File: config.mk
export PLATFORM = sky130hd
export DESIGN_NAME = ftdi_mass_tx_gen
export DESIGN_NICKNAME = d
export VERILOG_FILES = /design/src/rtl/ftdi_mass_pkg.sv /design/src/rtl/ftdi_mass_len_rx.sv /design/src/rtl/ftdi_mass_tx_gen.sv
export SDC_FILE = /design/constraint.sdc
export NUM_CORES = 1
export LEC_CHECK = 0
export BUFFER_PORTS_ARGS = -buffer_cell sky130_fd_sc_hd__buf_4
export CAP_MARGIN = 20
export CELL_PAD_IN_SITES_DETAIL_PLACEMENT = 0
export CELL_PAD_IN_SITES_GLOBAL_PLACEMENT = 1
export CORE_MARGIN = 2
export CORE_UTILIZATION = 40
export CTS_CLUSTER_DIAMETER = 100
export DETAILED_ROUTE_END_ITERATION = 6
export PLACE_DENSITY = 0.7
export SLEW_MARGIN = 0
export SYNTH_ARGS = -nofsm -noshare
export SYNTH_HDL_FRONTEND = slang
export SYNTH_SLANG_ARGS = --single-unit
File: constraint.sdc
create_clock -name clk -period 4.55 [get_ports clk]
set_clock_uncertainty 0.2 [all_clocks]
set_input_delay 0.6825 -clock clk [delete_from_list [all_inputs] [get_ports clk]]
set_output_delay 0.6825 -clock clk [all_outputs]
set_load 0.01 [all_outputs]
File: src/rtl/ftdi_mass_pkg.sv
// Shared definitions for the FTDI mass-transfer TX pattern generator.
package ftdi_mass_pkg;

  // Number of RX bytes that make up the little-endian length field.
  localparam int unsigned LEN_BYTES = 4;
  localparam int unsigned IDX_W     = 2;

  typedef enum logic [1:0] {
    StRecv = 2'd0,
    StLoad = 2'd1,
    StSend = 2'd2
  } state_e;

  // Byte enables for a word given the bytes still owed in the burst.
  function automatic logic [3:0] keep_from_rem(input logic [31:0] rem);
    logic [3:0] keep;
    if (rem >= 32'd4) begin
      keep = 4'b1111;
    end else begin
      unique case (rem[1:0])
        2'd3:    keep = 4'b0111;
        2'd2:    keep = 4'b0011;
        2'd1:    keep = 4'b0001;
        default: keep = 4'b0000;
      endcase
    end
    return keep;
  endfunction

endpackage

File: src/rtl/ftdi_mass_len_rx.sv
// Collects LEN_BYTES RX bytes into a little-endian length word.
module ftdi_mass_len_rx
  import ftdi_mass_pkg::*;
(
  input  logic        clk,
  input  logic        rst,
  input  logic        rx_en,
  input  logic        rx_tvalid,
  input  logic [7:0]  rx_tdata,
  output logic [31:0] len,
  output logic        len_valid
);

  logic [IDX_W-1:0] idx_q, idx_d;
  logic [31:0]      len_q, len_d;
  logic             accept;

  assign accept = rx_en & rx_tvalid;

  // Shift each accepted byte into its slot; index wraps after the last byte.
  always_comb begin
    idx_d = idx_q;
    len_d = len_q;
    if (accept) begin
      len_d[8*idx_q +: 8] = rx_tdata;
      idx_d = (idx_q == IDX_W'(LEN_BYTES - 1)) ? '0 : idx_q + 1'b1;
    end
  end

  // Byte index and assembled length register.
  always_ff @(posedge clk or posedge rst) begin
    if (rst) begin
      idx_q <= '0;
      len_q <= '0;
    end else begin
      idx_q <= idx_d;
      len_q <= len_d;
    end
  end

  // Pulses in the cycle the final byte is accepted; len_q is complete one cycle later.
  assign len_valid = accept && (idx_q == IDX_W'(LEN_BYTES - 1));
  assign len       = len_q;

endmodule

File: src/rtl/ftdi_mass_tx_gen.sv
// Throughput engine: receives a 32-bit byte count, then streams that many
// incrementing pattern bytes as 32-bit AXI-stream words.
module ftdi_mass_tx_gen
  import ftdi_mass_pkg::*;
#(
  parameter logic [7:0]  PAT_INIT = 8'h00,
  parameter logic [31:0] MAX_LEN  = 32'hFFFF_FFFF
) (
  input  logic        clk,
  input  logic        rst,
  output logic        rx_tready,
  input  logic        rx_tvalid,
  input  logic [7:0]  rx_tdata,
  input  logic        tx_tready,
  output logic        tx_tvalid,
  output logic [31:0] tx_tdata,
  output logic [3:0]  tx_tkeep,
  output logic        tx_tlast,
  output logic        busy,
  output logic        burst_done
);

  state_e      state_q, state_d;
  logic        rx_tready_q, rx_tready_d;
  logic [31:0] len;
  logic        len_valid;
  logic [31:0] rem_q, rem_d;
  logic [7:0]  pat_q, pat_d;
  logic        tvalid_q, tvalid_d;
  logic [31:0] tdata_q, tdata_d;
  logic [3:0]  tkeep_q, tkeep_d;
  logic        tlast_q, tlast_d;
  logic        busy_q, busy_d;
  logic        done_q, done_d;
  logic [32:0] clamp_diff;
  logic [31:0] rem_clamp;
  logic [31:0] rem_step;
  logic [31:0] rem_after;
  logic [7:0]  pat_after;
  logic        tx_hs;

  // Pattern bytes pat, pat+1, ... in enabled lanes; masked lanes are zero.
  function automatic logic [31:0] make_word(input logic [7:0] pat, input logic [3:0] keep);
    logic [31:0] w;
    for (int i = 0; i < 4; i++) begin
      w[8*i +: 8] = keep[i] ? pat + 8'(i) : 8'h00;
    end
    return w;
  endfunction

  ftdi_mass_len_rx u_len_rx (
    .clk       (clk),
    .rst       (rst),
    .rx_en     (rx_tready_q),
    .rx_tvalid (rx_tvalid),
    .rx_tdata  (rx_tdata),
    .len       (len),
    .len_valid (len_valid)
  );

  // Borrow out means len > MAX_LEN; otherwise MAX_LEN - diff recovers len.
  assign clamp_diff = {1'b0, MAX_LEN} - {1'b0, len};
  assign rem_clamp  = clamp_diff[32] ? MAX_LEN : MAX_LEN - clamp_diff[31:0];

  assign tx_hs     = tvalid_q & tx_tready;
  assign rem_step  = (rem_q >= 32'd4) ? 32'd4 : rem_q;
  assign rem_after = rem_q - rem_step;
  assign pat_after = pat_q + 8'd4;

  // State register.
  always_ff @(posedge clk or posedge rst) begin
    if (rst) begin
      state_q <= StRecv;
    end else begin
      state_q <= state_d;
    end
  end

  // Next-state logic.
  always_comb begin
    state_d = state_q;
    unique case (state_q)
      StRecv: if (len_valid) state_d = StLoad;
      StLoad: state_d = (rem_clamp != 32'd0) ? StSend : StRecv;
      StSend: if (tx_hs && (rem_after == 32'd0)) state_d = StRecv;
      default: state_d = StRecv;
    endcase
  end

  // Next values for the registered outputs and burst counters.
  always_comb begin
    logic [3:0] keep;
    keep        = 4'b0000;
    rx_tready_d = (state_d == StRecv);
    rem_d       = rem_q;
    pat_d       = pat_q;
    tvalid_d    = tvalid_q;
    tdata_d     = tdata_q;
    tkeep_d     = tkeep_q;
    tlast_d     = tlast_q;
    busy_d      = busy_q;
    done_d      = 1'b0;
    unique case (state_q)
      StLoad: begin
        rem_d = rem_clamp;
        pat_d = PAT_INIT;
        if (rem_clamp != 32'd0) begin
          keep     = keep_from_rem(rem_clamp);
          tvalid_d = 1'b1;
          tkeep_d  = keep;
          tdata_d  = make_word(PAT_INIT, keep);
          tlast_d  = (rem_clamp <= 32'd4);
          busy_d   = 1'b1;
        end
      end
      StSend: begin
        if (tx_hs) begin
          rem_d = rem_after;
          pat_d = pat_after;
          if (rem_after == 32'd0) begin
            tvalid_d = 1'b0;
            tdata_d  = '0;
            tkeep_d  = '0;
            tlast_d  = 1'b0;
            busy_d   = 1'b0;
            done_d   = 1'b1;
          end else begin
            keep     = keep_from_rem(rem_after);
            tvalid_d = 1'b1;
            tkeep_d  = keep;
            tdata_d  = make_word(pat_after, keep);
            tlast_d  = (rem_after <= 32'd4);
          end
        end
      end
      default: ;
    endcase
  end

  // Output and datapath registers; reset aborts any burst in flight.
  always_ff @(posedge clk or posedge rst) begin
    if (rst) begin
      rx_tready_q <= 1'b0;
      rem_q       <= '0;
      pat_q       <= '0;
      tvalid_q    <= 1'b0;
      tdata_q     <= '0;
      tkeep_q     <= '0;
      tlast_q     <= 1'b0;
      busy_q      <= 1'b0;
      done_q      <= 1'b0;
    end else begin
      rx_tready_q <= rx_tready_d;
      rem_q       <= rem_d;
      pat_q       <= pat_d;
      tvalid_q    <= tvalid_d;
      tdata_q     <= tdata_d;
      tkeep_q     <= tkeep_d;
      tlast_q     <= tlast_d;
      busy_q      <= busy_d;
      done_q      <= done_d;
    end
  end

  assign rx_tready  = rx_tready_q;
  assign tx_tvalid  = tvalid_q;
  assign tx_tdata   = tdata_q;
  assign tx_tkeep   = tkeep_q;
  assign tx_tlast   = tlast_q;
  assign busy       = busy_q;
  assign burst_done = done_q;

endmodule
==> results <==
- The clock reaches the later pin of the worst-skew pair after 0.36 ns.
- The first routing iteration left 485 violations.
- The global-route wire length before repair is 29200 um.
- The HPWL after detailed placement is about 13000 um.
- Across the VDD grid, the largest voltage drop is ~0.28 mV.
- The commonest cells after synthesis are sky130_fd_sc_hd__dfrtp_1, sky130_fd_sc_hd__nand2_1, sky130_fd_sc_hd__nor2_1.
- Among all cell types in the netlist, the one instantiated most often is sky130_fd_sc_hd__dfrtp_1.
- The total instance count after detailed placement is 861.
- The number of ports placed on the die boundary is 53.
- For this run, asynchronously set or reset flops after synthesis account for 100%.
- The area after detailed placement is around 0.0065 mm^2.
- Among all flip-flop cells after synthesis, the most frequent one is sky130_fd_sc_hd__dfrtp_1.
- The launching element type of the critical path is a flop.
- The via total after detailed routing is 5223.
- The register bit count reported by yosys is 109.
- In this run the cell area of the synthesized design comes to 0.00583 mm^2.
- The first detailed-routing pass ran for 5 iterations.
- The core footprint is 0.0144 mm^2.
- The Yosys step of the flow raised 0 warnings.
- The mean cell area of the mapped netlist is about 9.3 um^2.
- For this run, the top clock speed supported by timing is 227 MHz.
- TritonCTS built the clock tree.
- The type of element capturing the critical path is a flop.
- The repair_antennas step left the layout with diodes totalling 0.
- The area taken by flip-flops and latches is ~0.0027 mm^2.
- In this run the biggest area consumer among cell types represents 46.8% of the synthesized area.
- The area of the multi-input gates is 0.00289 mm^2.
- In this run the clock root is driven by a sky130_fd_sc_hd__clkbuf_16.
- The max-capacitance violation count is 0.
- The number of hold buffers added after cts is 0.
- In this run, distinct cell masters in the synthesized netlist total 73.
- Entering global routing, the biggest net connects 42 pins.
- Summing internal, switching and leakage power gives 0.00446 W.
- Global routing finished with a remaining overflow of 0.
- The post-place setup slack is 0.141 ns.
- The floorplan step set the die height to 125 um.
- For this design the ratio of total power to cell area is 651 mW/mm^2.
- The count of final max-slew check failures came to 0.
- The area growth from synthesis to layout is 17.4%.
- The actual transition at the worst max-transition pin is 0.878 ns.
- The number of H-tree levels is 3.
- In the global route stage, overall resource usage came out at 24.0%.
- The row count is 44.
- The clock sink total is ~110.
- The share of post-route cells with drive strength above 1 is about 18%.
- The final number of hold-violating endpoints is 0.
- After clock tree synthesis, the clock-pin slew on the worst setup and hold paths is 0.08 ns.
- The arrival time of data at the critical path endpoint is roughly 4.4 ns.
- The number of nets in the synthesized netlist is 649.
- The final design instance area without fill is 0.00685 mm^2.
- In this run the horizontal extent of the chip is 125 um.
- The layout has 1392 filler cells.
- The initial antenna violation count is 0.
- Port buffering added 51 buffers.
- The die covers 0.0156 mm^2.
- Across all setup checks in the final design, the least slack found is 0.139 ns.
- The path category of the worst min-delay check is input port to async pin.
- The count of endpoints failing setup in the final report is 0.
- The number of standard cells in the final layout excluding fillers is 877.
- The routed design has approximately 18000 um of wire.
- The synthesized instance count is 628.
- The global placer's final weighted congestion is 0.919.
- At the worst endpoint, the required time is 4.57 ns.
- After detailed routing, the average wire length per cell comes to just over 20 um.
- The run finished with clean final reports.
- Counting the buffers created by CTS gives 9.
- The relative slew slack is 41.0%.
- The top fanout value on the critical path is 8.
- The number of global-route vias before repair was between 5000 and 6000.
- The average via count per standard cell is 5.96.
- In the routed design, unresolved DRC markers number 0.
- The depth of the most critical reg-to-reg path is 13.
- The largest total area in the synthesized netlist belongs to sky130_fd_sc_hd__dfrtp_1.
- The leakage power figure is 3.03 nW.
- The effective utilization at floorplan is roughly 41%.
- After synthesis, the cell types taking the most area are sky130_fd_sc_hd__dfrtp_1, sky130_fd_sc_hd__nand2_1, sky130_fd_sc_hd__a22o_1.
- The clock period minus worst slack is 4.41 ns.
- After layout, the worst path uses 97.0% of the clock period.
- The type of the worst setup path is flop to flop.
- The buffer levels on the longest clock path is 2.
- Sequential elements use between 40% and 50% of the synthesized area.
- The post-detailed-route count of antenna-violating nets is 0.
- The sum of negative setup slack is 0 ns.
- The synthesized design contains 0 enable-type register cells.
- For this run, the post-layout net count is 709.
## cells in the final DEF (no fill, tap or decap), types with 3 or more instances in the layout
cell type                   instances
sky130_fd_sc_hd__nor4_1            22
sky130_fd_sc_hd__and2_1             3
sky130_fd_sc_hd__buf_4             86
sky130_fd_sc_hd__nor3_1            25
sky130_fd_sc_hd__ha_1               8
sky130_fd_sc_hd__o22ai_1            3
sky130_fd_sc_hd__a21o_1             9
sky130_fd_sc_hd__o21ai_1            3
sky130_fd_sc_hd__dfrtp_1          109
sky130_fd_sc_hd__mux2i_1            9
sky130_fd_sc_hd__and3_1             3
sky130_fd_sc_hd__nand4_1           12
sky130_fd_sc_hd__xor2_1             4
sky130_fd_sc_hd__nor2b_1            3
sky130_fd_sc_hd__a311oi_1           3
sky130_fd_sc_hd__inv_1              9
sky130_fd_sc_hd__nor2_1            48
sky130_fd_sc_hd__or3_1              8
sky130_fd_sc_hd__a22o_1            35
sky130_fd_sc_hd__a21oi_1           25
sky130_fd_sc_hd__nand2b_1           6
sky130_fd_sc_hd__o21a_1             5
sky130_fd_sc_hd__clkbuf_16          9
sky130_fd_sc_hd__o21ai_2            3
sky130_fd_sc_hd__nand2_1           88
sky130_fd_sc_hd__a31oi_1            3
sky130_fd_sc_hd__xnor2_1            9
sky130_fd_sc_hd__a32oi_1            8
sky130_fd_sc_hd__nand3_1           18
sky130_fd_sc_hd__nor4b_1            6
sky130_fd_sc_hd__o21ai_0           46
sky130_fd_sc_hd__a21boi_0           3
sky130_fd_sc_hd__a211oi_1           4
## report_power, final
group          leakage (nW)  internal, W  total [W]  switching, W
Combinational          1.48     0.000798    0.00185       0.00105
Sequential             1.39      0.00134    0.00177      0.000433
Clock                 0.155     0.000447   0.000833      0.000386
## flip-flops by register name (all words and copies together) (netlist names)
register        flops
tx_tdata           26
pat_q               6
u_len_rx.len       32
u_len_rx.idx_q      2
tx_tkeep            4
tx_tvalid           1
rx_tready           1
busy                1
rem_q              32
state_q             2
burst_done          1
tx_tlast            1
## worst max-delay path, stage by stage (launching register included)
cell and delay (ns):
sky130_fd_sc_hd__dfrtp_1 0.43, sky130_fd_sc_hd__or4_4 0.56, sky130_fd_sc_hd__or3_2 0.49, sky130_fd_sc_hd__nor3_1 0.22, sky130_fd_sc_hd__nand2_1 0.11, sky130_fd_sc_hd__nand2_1 0.09, sky130_fd_sc_hd__ha_2 0.25, sky130_fd_sc_hd__nand2b_1 0.07
sky130_fd_sc_hd__nor4_1 0.19, sky130_fd_sc_hd__o41a_2 0.18, sky130_fd_sc_hd__or4b_1 0.45, sky130_fd_sc_hd__a2111o_4 0.42, sky130_fd_sc_hd__nor3_2 0.42, sky130_fd_sc_hd__o21ai_0 0.17
## cell families (layout without fill, tap and decap cells)
group | after synthesis | count (layout) | synth area share [%]
muxes | 9 | 9 | 1.54
buffers and inverters | 48 | 113 | 3.75
adders and majority gates | 9 | 9 | 1.93
and+or+nand+nor | 256 | 256 | 21.6
AOI/OAI and AO/OA | 182 | 182 | 22.3
DFF | 109 | 109 | 46.8
xor gates and xnor gates | 13 | 13 | 1.95
other | 2 | 2 | 0.129
## cell type report
class | instances | share of cell area (%)
sequential | 109 | 39.8
multi-input combinational | 471 | 42.2
inverter | 11 | 0.639
tap | 184 | 3.36
timing repair buffer | 86 | 9.43
clock buffer | 10 | 3.49
clock inverter | 6 | 1.08
## routing by layer
metal,GRT usage [%],vias to the layer above,wire length [um]
li1,-,2443,-
met1,34.8,2625,8350
met3,2.84,14,828
met2,38.2,141,8810
met5,0,-,0
met4,6.21,0,221
## through the flow
stage               utilization, %  hold WS (ns)
floorplan                        -         0.272
global placement              45.5         0.267
detailed placement            45.5         0.274
CTS                           47.6         0.192
global route                  47.7         0.223
finish                        47.7         0.169
## final timing paths
path                             start           to  slack [ns]
max reg2reg                   rem_q[9]  tx_tdata[4]        0.14
min in group clk           tx_tdata[2]  tx_tdata[2]        0.28
min reg2reg                tx_tdata[2]  tx_tdata[2]        0.28
max in group asynchronous          rst    rem_q[30]        3.04
min                                rst    rem_q[11]        0.17
max                           rem_q[9]  tx_tdata[4]        0.14
## what timing repair did
item | CTS | global route
hold endpoints to repair | 0 | 0
setup buffers | 0 | 0
setup endpoints to repair | 0 | 11
gates resized for setup | 0 | 1
(Power assumes the default switching activity.)
